<file path="src/rtl/mmio_pkg.sv">
// Shared constants and the serializer state type for the memory-mapped UART transmitter.
package mmio_pkg;

    localparam logic [31:0] TX_ADDR_DEFAULT = 32'h0000_FF00;
    localparam int unsigned UART_DATA_BITS  = 8;

    typedef enum logic [2:0] {
        StIdle,
        StStart,
        StData,
        StParity,
        StStop
    } uart_state_e;

endpackage

</file>
<file path="src/rtl/sync_fifo.sv">
// Small synchronous FIFO with a combinational head output; push is ignored when full
// unless a pop happens on the same edge, and pop is ignored when empty.
module sync_fifo #(
    parameter int unsigned Width = 8,
    parameter int unsigned Depth = 4
) (
    input  logic                     clk,
    input  logic                     reset,
    input  logic                     push,
    input  logic                     pop,
    input  logic [Width-1:0]         din,
    output logic [Width-1:0]         dout,
    output logic                     full,
    output logic                     empty,
    output logic [$clog2(Depth):0]   count
);

    localparam int unsigned PtrW = $clog2(Depth);
    localparam int unsigned CntW = PtrW + 1;

    logic [Width-1:0] mem_q [Depth];
    logic [Width-1:0] mem_d [Depth];
    logic [PtrW-1:0]  wr_ptr_q, wr_ptr_d;
    logic [PtrW-1:0]  rd_ptr_q, rd_ptr_d;
    logic [CntW-1:0]  count_q, count_d;
    logic             push_ok, pop_ok;

    assign full  = (count_q == CntW'(Depth));
    assign empty = (count_q == '0);
    assign count = count_q;
    assign dout  = mem_q[rd_ptr_q];

    assign pop_ok  = pop && !empty;
    assign push_ok = push && (!full || pop_ok);

    always_comb begin
        mem_d    = mem_q;
        wr_ptr_d = wr_ptr_q;
        rd_ptr_d = rd_ptr_q;
        count_d  = count_q;
        if (push_ok) begin
            mem_d[wr_ptr_q] = din;
            wr_ptr_d        = wr_ptr_q + 1'b1;
        end
        if (pop_ok) begin
            rd_ptr_d = rd_ptr_q + 1'b1;
        end
        case ({push_ok, pop_ok})
            2'b10:   count_d = count_q + 1'b1;
            2'b01:   count_d = count_q - 1'b1;
            default: count_d = count_q;
        endcase
    end

    always_ff @(posedge clk) begin
        if (reset) begin
            mem_q    <= '{default: '0};
            wr_ptr_q <= '0;
            rd_ptr_q <= '0;
            count_q  <= '0;
        end else begin
            mem_q    <= mem_d;
            wr_ptr_q <= wr_ptr_d;
            rd_ptr_q <= rd_ptr_d;
            count_q  <= count_d;
        end
    end

endmodule

</file>
<file path="src/rtl/mmio_uart_tx.sv">
// Store-snooping UART transmitter: stores to TX_ADDR are queued and sent as 8N1 frames.
// Define MMIO_UART_PARITY_EN to insert an even-parity bit (8E1 frames).
module mmio_uart_tx
    import mmio_pkg::*;
#(
    parameter logic [31:0] TX_ADDR      = TX_ADDR_DEFAULT,
    parameter int unsigned CLKS_PER_BIT = 16,
    parameter int unsigned FIFO_DEPTH   = 4
) (
    input  logic        clk,
    input  logic        reset,
    input  logic        write_enab,
    input  logic [31:0] data_addr,
    input  logic [31:0] write_data,
    output logic        tx,
    output logic        busy,
    output logic        fifo_full,
    output logic [7:0]  drop_cnt
);

    localparam int unsigned BaudW = $clog2(CLKS_PER_BIT);
    localparam int unsigned CntW  = $clog2(FIFO_DEPTH) + 1;

    uart_state_e      state_q, state_d;
    logic [BaudW-1:0] baud_q, baud_d;
    logic [2:0]       bit_idx_q, bit_idx_d;
    logic [7:0]       data_q, data_d;
    logic             tx_q, tx_d;
    logic [7:0]       drop_cnt_q, drop_cnt_d;

    logic             push_req, pop, baud_tc;
    logic             fifo_empty;
    logic [7:0]       fifo_dout;
    logic [CntW-1:0]  fifo_count;
    logic             unused_wdata;

    assign unused_wdata = ^write_data[31:8];
    assign push_req     = write_enab && (data_addr == TX_ADDR);
    assign baud_tc      = (baud_q == BaudW'(CLKS_PER_BIT - 1));

    sync_fifo #(
        .Width (8),
        .Depth (FIFO_DEPTH)
    ) u_fifo (
        .clk   (clk),
        .reset (reset),
        .push  (push_req),
        .pop   (pop),
        .din   (write_data[7:0]),
        .dout  (fifo_dout),
        .full  (fifo_full),
        .empty (fifo_empty),
        .count (fifo_count)
    );

    always_comb begin
        drop_cnt_d = drop_cnt_q;
        if (push_req && fifo_full && !pop && (drop_cnt_q != 8'hFF)) begin
            drop_cnt_d = drop_cnt_q + 8'd1;
        end
    end

    // tx_d reflects the current state; registering it gives the one-cycle output delay.
    always_comb begin
        state_d   = state_q;
        baud_d    = baud_q;
        bit_idx_d = bit_idx_q;
        data_d    = data_q;
        pop       = 1'b0;
        tx_d      = 1'b1;
        case (state_q)
            StIdle: begin
                baud_d = '0;
                if (!fifo_empty) begin
                    pop     = 1'b1;
                    data_d  = fifo_dout;
                    state_d = StStart;
                end
            end
            StStart: begin
                tx_d   = 1'b0;
                baud_d = baud_tc ? '0 : baud_q + 1'b1;
                if (baud_tc) begin
                    bit_idx_d = '0;
                    state_d   = StData;
                end
            end
            StData: begin
                tx_d   = data_q[bit_idx_q];
                baud_d = baud_tc ? '0 : baud_q + 1'b1;
                if (baud_tc) begin
                    if (bit_idx_q == 3'(UART_DATA_BITS - 1)) begin
`ifdef MMIO_UART_PARITY_EN
                        state_d = StParity;
`else
                        state_d = StStop;
`endif
                    end else begin
                        bit_idx_d = bit_idx_q + 1'b1;
                    end
                end
            end
`ifdef MMIO_UART_PARITY_EN
            StParity: begin
                tx_d   = ^data_q;
                baud_d = baud_tc ? '0 : baud_q + 1'b1;
                if (baud_tc) begin
                    state_d = StStop;
                end
            end
`endif
            StStop: begin
                baud_d = baud_tc ? '0 : baud_q + 1'b1;
                if (baud_tc) begin
                    state_d = StIdle;
                end
            end
            default: begin
                baud_d  = '0;
                state_d = StIdle;
            end
        endcase
    end

    always_ff @(posedge clk) begin
        if (reset) begin
            state_q    <= StIdle;
            baud_q     <= '0;
            bit_idx_q  <= '0;
            data_q     <= '0;
            tx_q       <= 1'b1;
            drop_cnt_q <= '0;
        end else begin
            state_q    <= state_d;
            baud_q     <= baud_d;
            bit_idx_q  <= bit_idx_d;
            data_q     <= data_d;
            tx_q       <= tx_d;
            drop_cnt_q <= drop_cnt_d;
        end
    end

    assign tx       = tx_q;
    assign drop_cnt = drop_cnt_q;
    assign busy     = (state_q != StIdle) || (fifo_count != '0);

endmodule

</file>
<file path="config.mk">
export PLATFORM = sky130hd
export DESIGN_NAME = mmio_uart_tx
export DESIGN_NICKNAME = d
export VERILOG_FILES = /design/src/rtl/mmio_pkg.sv /design/src/rtl/sync_fifo.sv /design/src/rtl/mmio_uart_tx.sv
export SDC_FILE = /design/constraint.sdc
export NUM_CORES = 1
export LEC_CHECK = 0
export ABC_AREA = 0
export CAP_MARGIN = 20
export CORE_MARGIN = 2
export CORE_UTILIZATION = 45
export DETAILED_ROUTE_END_ITERATION = 8
export DONT_BUFFER_PORTS = 1
export SLEW_MARGIN = 20
export SYNTH_ARGS = -nofsm -noshare
export SYNTH_HDL_FRONTEND = slang
export SYNTH_SLANG_ARGS = --single-unit
</file>
<file path="constraint.sdc">
create_clock -name clk -period 6 [get_ports clk]
set_clock_uncertainty 0.2 [all_clocks]
set_input_delay 0.6 -clock clk [delete_from_list [all_inputs] [get_ports clk]]
set_output_delay 0.6 -clock clk [all_outputs]
set_load 0.02 [all_outputs]
</file>
==> results of run 1 <==
==> final timing paths <==
path	from	to	slack, ns
worst max register to register	state_q[1]$_SDFFE_PP0P_	u_fifo.count[2]$_SDFFE_PP0P_	3.15
worst min register to register	baud_q[0]$_SDFF_PP0_	baud_q[0]$_SDFF_PP0_	0.25
worst max-delay path	data_addr[23]	u_fifo.count[2]$_SDFFE_PP0P_	3.08
worst min-delay path	reset	state_q[1]$_SDFFE_PP0P_	0.12
==> cells in the mapped netlist, drive strengths merged, types with 3 or more instances <==
| library cell | n | share of area, % |
|---|---|---|
| xor2 | 3 | 0.80 |
| clkbuf | 12 | 1.4 |
| nor3 | 7 | 1.1 |
| o21ai | 4 | 0.61 |
| nor4 | 11 | 4.6 |
| mux2 | 6 | 2.1 |
| ha | 8 | 3.1 |
| nor2 | 51 | 5.9 |
| a21oi | 16 | 2.5 |
| nand2 | 25 | 2.9 |
| dfxtp | 66 | 40 |
| or3 | 7 | 1.5 |
| nand4 | 4 | 1.2 |
| nand2b | 5 | 0.96 |
| o31ai | 3 | 0.69 |
| buf | 3 | 0.61 |
| xnor2 | 3 | 0.80 |
| nand3 | 8 | 1.4 |
| or4 | 5 | 1.1 |
| mux2i | 37 | 11 |
| nor2b | 4 | 0.77 |
| mux4 | 10 | 6.9 |
| inv | 12 | 1.4 |
==> layout make-up <==
cell class | count | share of cell area [%]
Tap cell | 99 | 3.53
Sequential cell | 66 | 37.6
Multi-Input combinational cell | 235 | 52.3
Clock buffer | 9 | 3.53
Inverter | 12 | 1.28
Clock inverter | 7 | 1.71
==> state kept, by name, summed over array words and instances (netlist names) <==
| register | flops |
|---|---|
| u_fifo.count | 3 |
| u_fifo.rd_ptr_q | 2 |
| tx | 1 |
| drop_cnt | 8 |
| u_fifo.mem_q | 32 |
| u_fifo.wr_ptr_q | 2 |
| bit_idx_q | 3 |
| baud_q | 4 |
| state_q | 3 |
| data_q | 8 |
==> kinds of logic after synthesis <==
| logic type | count (synthesis) | synth area share [%] |
|---|---|---|
| flops | 66 | 40.4 |
| compound gates | 31 | 6.24 |
| mux | 53 | 20.3 |
| simple gates | 136 | 24.4 |
| fa+ha+maj | 9 | 3.68 |
| xor+xnor | 6 | 1.61 |
| buf+inv | 27 | 3.37 |
==> through the flow <==
stage               power [mW]  util, %  setup slack, ns
floorplan                0.698        -             2.82
global placement         0.729     46.6             2.77
detailed placement       0.735     46.6             2.72
CTS                       1.09     49.2             3.08
global route              1.13     49.2             2.87
finish                    1.07     49.2             3.08
==> metal layers <==
layer	share of wire, %	GRT usage [%]	wire (µm)
met5	0	0	0
met4	1.6	5.43	98
met3	4.7	6.74	286
met2	46	25.7	2790
met1	48	20.4	2910
==> power by group through the flow <==
stage | logic [mW] | clock network, mW | registers (mW)
after detailed placement | 0.216 | 0 | 0.519
final | 0.214 | 0.351 | 0.508
after CTS | 0.217 | 0.365 | 0.508
after global placement | 0.212 | 0 | 0.517
after global routing | 0.239 | 0.379 | 0.515
after floorplan | 0.212 | 0 | 0.487
==> cells in the final DEF (no fill, tap or decap), drive strengths merged, types with 3 or more instances in the layout <==
| cell | instances |
|---|---|
| a21oi | 16 |
| clkbuf | 9 |
| clkinvlp | 3 |
| dfxtp | 66 |
| ha | 8 |
| inv | 16 |
| mux2 | 6 |
| mux2i | 37 |
| mux4 | 10 |
| nand2 | 25 |
| nand2b | 5 |
| nand3 | 8 |
| nand4 | 4 |
| nor2 | 51 |
| nor2b | 4 |
| nor3 | 7 |
| nor4 | 11 |
| o21ai | 4 |
| o31ai | 3 |
| or3 | 7 |
| or4 | 5 |
| xnor2 | 3 |
| xor2 | 3 |
==> impl_metrics.toml, run 1 <==
[clock_tree]
clk_path_buf_depth = 2
cts_tree = "built"
path_clk_slew_ns = 0.08
postCtsSetupBuffers = 0
clock-sinks = 66
ctsHtreeMaxLevel = 3
numCtsBuffers = 9
insertion_delay_ns = 0.34
cts_resized = 0
clock_tree.root_cell = "clkbuf_8"
cts_hold_buf = 0

[power_and_ir_drop]
seqPwrFrac_pct = 47.3
power.leakage_nw = 1.19
p_comb_share_pct = 19.9
netSwitchingFraction_pct = 34.2
ir_worst_vdd_uv = 157
p_per_area_mw_per_mm2 = 306
p_switching_mw = 0.367
p_int_mw = 0.707
clock_power_share_pct = 32.7

[layout]
final_cells = 428
multi_input_area_mm2 = 0.00184
antenna_cells = 0
nets = 400
syn2layout_area_growth_pct = 7.43
final_cell_area_mm2 = 0.00351
fill_cells = 691
drive_gt1_share_pct = 13.7
seqCellArea_mm2 = 0.00132

[placed_design]
place.gp.congestion = 0.757
dp.cells = 412
io_buffers = 0
post_dp_cell_area_mm2 = 0.00333
hpwl_mm = 4.12

[setup_path]
arrival_ns = 2.95
crit_required_ns = 6.03
crit_type = "input port to register"
cp.depth = 9
worstPathCellList = "nor4_1, nand3_2, or3_4, and2_1, fa_1, o21ai_0, nor4_1, a21oi_1, mux2_2"
cp_top_family = "simple AND/OR/NAND/NOR gates"
worstSetupEndpointType = "register"
crit_top_cell = "nor4_1"
crit_fanout = 15
cp-start-kind = "input port"
max_stage_delay_ns = 0.49
path_buf_inv = 0
worst_path_max_delay_cell = "or3_4"
reg2regPathDepth = 8

[synthesis]
synthCells = 328
synth_area_mm2 = 0.00327
yosysSeqAreaShare_pct = 40.4
synth-seq-cells = 66
synth_edf_count = 0
synth_fp_nets = 404
synth.avg_cell_area_um2 = 9.96
yosysWarnings = 0
ys.flop_type = "dfxtp_1"
ys_async_sr_fraction_pct = 0
ys_types = 46

[min_path]
holdCritPathClass = "input port to register"
hold_depth = 1

[die]
io_pins = 78
die_h_um = 89.2
coreArea_mm2 = 0.00714
die_w_um = 89.2
fp-row-count = 31
die_area_mm2 = 0.00796
initial_core_util_pct = 45.8

[route]
num_vias = 2295
wl_mm = 6.09
drc = 0
vias_per_cell = 5.36
drt-initial-drc-count = 99
drt-pass1-iter-count = 4
wire_per_inst_um = 14.2
ant_nets = 0

[global_route]
grt_pass1_wl_mm = 9.91
grt_pass1_vias = 2100
grt_max_degree = 69
antenna_found_initial = 0
grt_overflow = 0
globalRouteTotalUtil_pct = 16.4

[timing]
worstMarginPinSlew_ns = 0.811
setup_violations = 0
clock.fmax_mhz = 343
slew_violations = 0
period_share_pct = 48.6
hold_violations = 0
holdWs_ns = 0.122
fin_tns_setup_ns = 0
rsz0062_at_grt = "false"
relSlewSlack_pct = 45.5
min_period_ns = 2.92

[outcome]
status = "completed"

[run]
maxCapViolations = 0
Note: power is estimated with default switching activity, not from simulation.
==> run 2: changes to the inputs <==
==> constraint.sdc (replaced) <==
create_clock -name clk -period 2.8 [get_ports clk]
set_clock_uncertainty 0.2 [all_clocks]
set_input_delay 0.28 -clock clk [delete_from_list [all_inputs] [get_ports clk]]
set_output_delay 0.28 -clock clk [all_outputs]
set_load 0.02 [all_outputs]
==> run 2 against run 1 <==
Effect of this change:
- design area up 7.5%
- register-to-register slack worse by 2.8 ns
- setup slack worse by 2.8 ns
- final cell count up 5.1%
- non-clock buffer count up 22
- global-route usage up 1.2 points
- largest power group unchanged
- highest routed layer unchanged
- hold slack worse by 0.074 ns
- critical path type is now register to register
==> impl_metrics.toml, run 2 (synthesis results as in run 1) <==
[clock_tree]
insertion_delay_ns = 0.35
clock_tree.root_cell = "clkbuf_8"
clk_path_buf_depth = 2
cts_tree = "built"
ctsHtreeMaxLevel = 3
path_clk_slew_ns = 0.08
clock-sinks = 66
numCtsBuffers = 9

[setup_path]
crit_fanout = 13
worstPathCellList = "nor3_1, nand2_1, mux2i_1, mux2_1"
path_buf_inv = 0
cp_top_family = "simple AND/OR/NAND/NOR gates"
worstSetupEndpointType = "register"
crit_required_ns = 2.83
cp.depth = 4
cp-start-kind = "register"
worst_path_max_delay_cell = "nor3_1"
crit_type = "register to register"
reg2regPathDepth = 4
max_stage_delay_ns = 0.61
arrival_ns = 2.52

[route]
route.met3.wl_um = 281
wire_per_inst_um = 14.2
ant_nets = 0
wl_met1_mm = 3.03
wl_mm = 6.38
drt-pass1-iter-count = 4
num_vias = 2396
drc = 0
wl_met2_mm = 2.98
vias_per_cell = 5.32
routed.top_layer = "met4"
drt-initial-drc-count = 68

[power_and_ir_drop]
p_per_area_mw_per_mm2 = 657
ir_worst_vdd_uv = 322
power.leakage_nw = 1.32
seqPwrFrac_pct = 43.7
clock_power_share_pct = 33.8
p_int_mw = 1.66
p_switching_mw = 0.822
p_comb_share_pct = 22.5
netSwitchingFraction_pct = 33.2
power_mw = 2.48

[placed_design]
hpwl_mm = 4.24
dp.cells = 424
place.gp.congestion = 0.760
io_buffers = 0
preCtsSetupSlack_ns = 0.245

[layout]
fill_cells = 709
layout_common_cells = "66 x dfxtp_1, 51 x nor2_1, 37 x mux2i_1"
drive_gt1_share_pct = 17.1
final_common_cell = "dfxtp_1"
nets = 422
antenna_cells = 0
final_cells = 450
regMostFlops = "u_fifo.mem_q"
largest_reg_flops = 32
syn2layout_area_growth_pct = 15.5
final_core_util_pct = 52.9

[min_path]
holdCritPathClass = "input port to register"
hold_depth = 3

[timing]
fin_tns_setup_ns = 0
hold_violations = 0
final.setup.worst_slack_ns = 0.307
rsz0062_at_grt = "false"
setup_violations = 0
clock.fmax_mhz = 401
period_share_pct = 89.0
relSlewSlack_pct = 48.0
worstMarginPinSlew_ns = 0.760
min_period_ns = 2.49
slew_violations = 0

[global_route]
grt_pass1_wl_mm = 10.8
grt_overflow = 0
grt_max_degree = 68
antenna_found_initial = 0
grt_pass1_vias = 2336
globalRouteTotalUtil_pct = 17.6

[die]
initial_core_util_pct = 45.8
io_pins = 78
die_area_mm2 = 0.00796
die_w_um = 89.2
die_h_um = 89.2
coreArea_mm2 = 0.00714
fp-row-count = 31

[run]
maxCapViolations = 0

[outcome]
status = "completed"
-- run 2: final timing paths --
| check | slack, ns | to | from |
|---|---|---|---|
| max | 0.31 | u_fifo.count[0]$_SDFFE_PP0P_ | state_q[0]$_SDFFE_PP0P_ |
| min | 0.05 | drop_cnt[6]$_SDFFE_PP0P_ | data_addr[9] |
| max reg2reg | 0.31 | u_fifo.count[0]$_SDFFE_PP0P_ | state_q[0]$_SDFFE_PP0P_ |
| min reg2reg | 0.25 | baud_q[0]$_SDFF_PP0_ | baud_q[0]$_SDFF_PP0_ |
-- run 2: per-layer routing --
| metal | up-vias | global-route usage (%) |
|---|---|---|
| li1 | 1213 | - |
| met1 | 1135 | 22.1 |
| met2 | 39 | 28.5 |
| met3 | 9 | 5.26 |
| met4 | 0 | 6.51 |
| met5 | - | 0 |
-- run 2: worst min-delay path, stage by stage --
cell and delay [ns]:
nand3_1 0.07, or4_1 0.13, a211oi_1 0.07
-- run 2: area by class of cell --
| class | instances | area (µm²) | area share, % |
|---|---|---|---|
| tap | 99 | 124 | 3.28 |
| inverter | 12 | 45.0 | 1.19 |
| clock inverter | 7 | 82.6 | 2.19 |
| sequential | 66 | 1320 | 35.0 |
| multi-input combinational | 235 | 1870 | 49.6 |
| clock buffer | 9 | 124 | 3.28 |
| timing repair buffer | 22 | 208 | 5.50 |
-- run 2: power by group through the flow --
stage | combinational [mW] | clock, mW | sequential, mW
floorplan | 0.458 | 0 | 1.04
finish | 0.558 | 0.839 | 1.08
global placement | 0.508 | 0 | 1.10
detailed placement | 0.523 | 0 | 1.10
CTS | 0.558 | 0.863 | 1.08
global route | 0.614 | 0.906 | 1.10
-- run 2: metrics by stage --
stage	instance area, µm²	hold WS, ns
after CTS	3770	0.0371
after global placement	3450	0.155
after global routing	3770	0.0829
after floorplan	3300	0.218
after detailed placement	3450	0.158
final	3770	0.0485
-- run 2: repair_timing --
item,4_1_cts,5_1_grt
hold buffers,10,0
buffers inserted,0,0
endpoints found under the hold margin,63,0
gates resized for setup,0,0
==> run 3: changes to the inputs <==
--- a/config.mk
+++ b/config.mk
@@ -6,7 +6,7 @@
 export NUM_CORES = 1
 export LEC_CHECK = 0
 export ABC_AREA = 0
-export CAP_MARGIN = 20
+export CAP_MARGIN = 30
 export CORE_MARGIN = 2
 export CORE_UTILIZATION = 45
 export DETAILED_ROUTE_END_ITERATION = 8
==> results of run 3 <==
The final DEF is identical to that of run 2; final timing and power are the same.
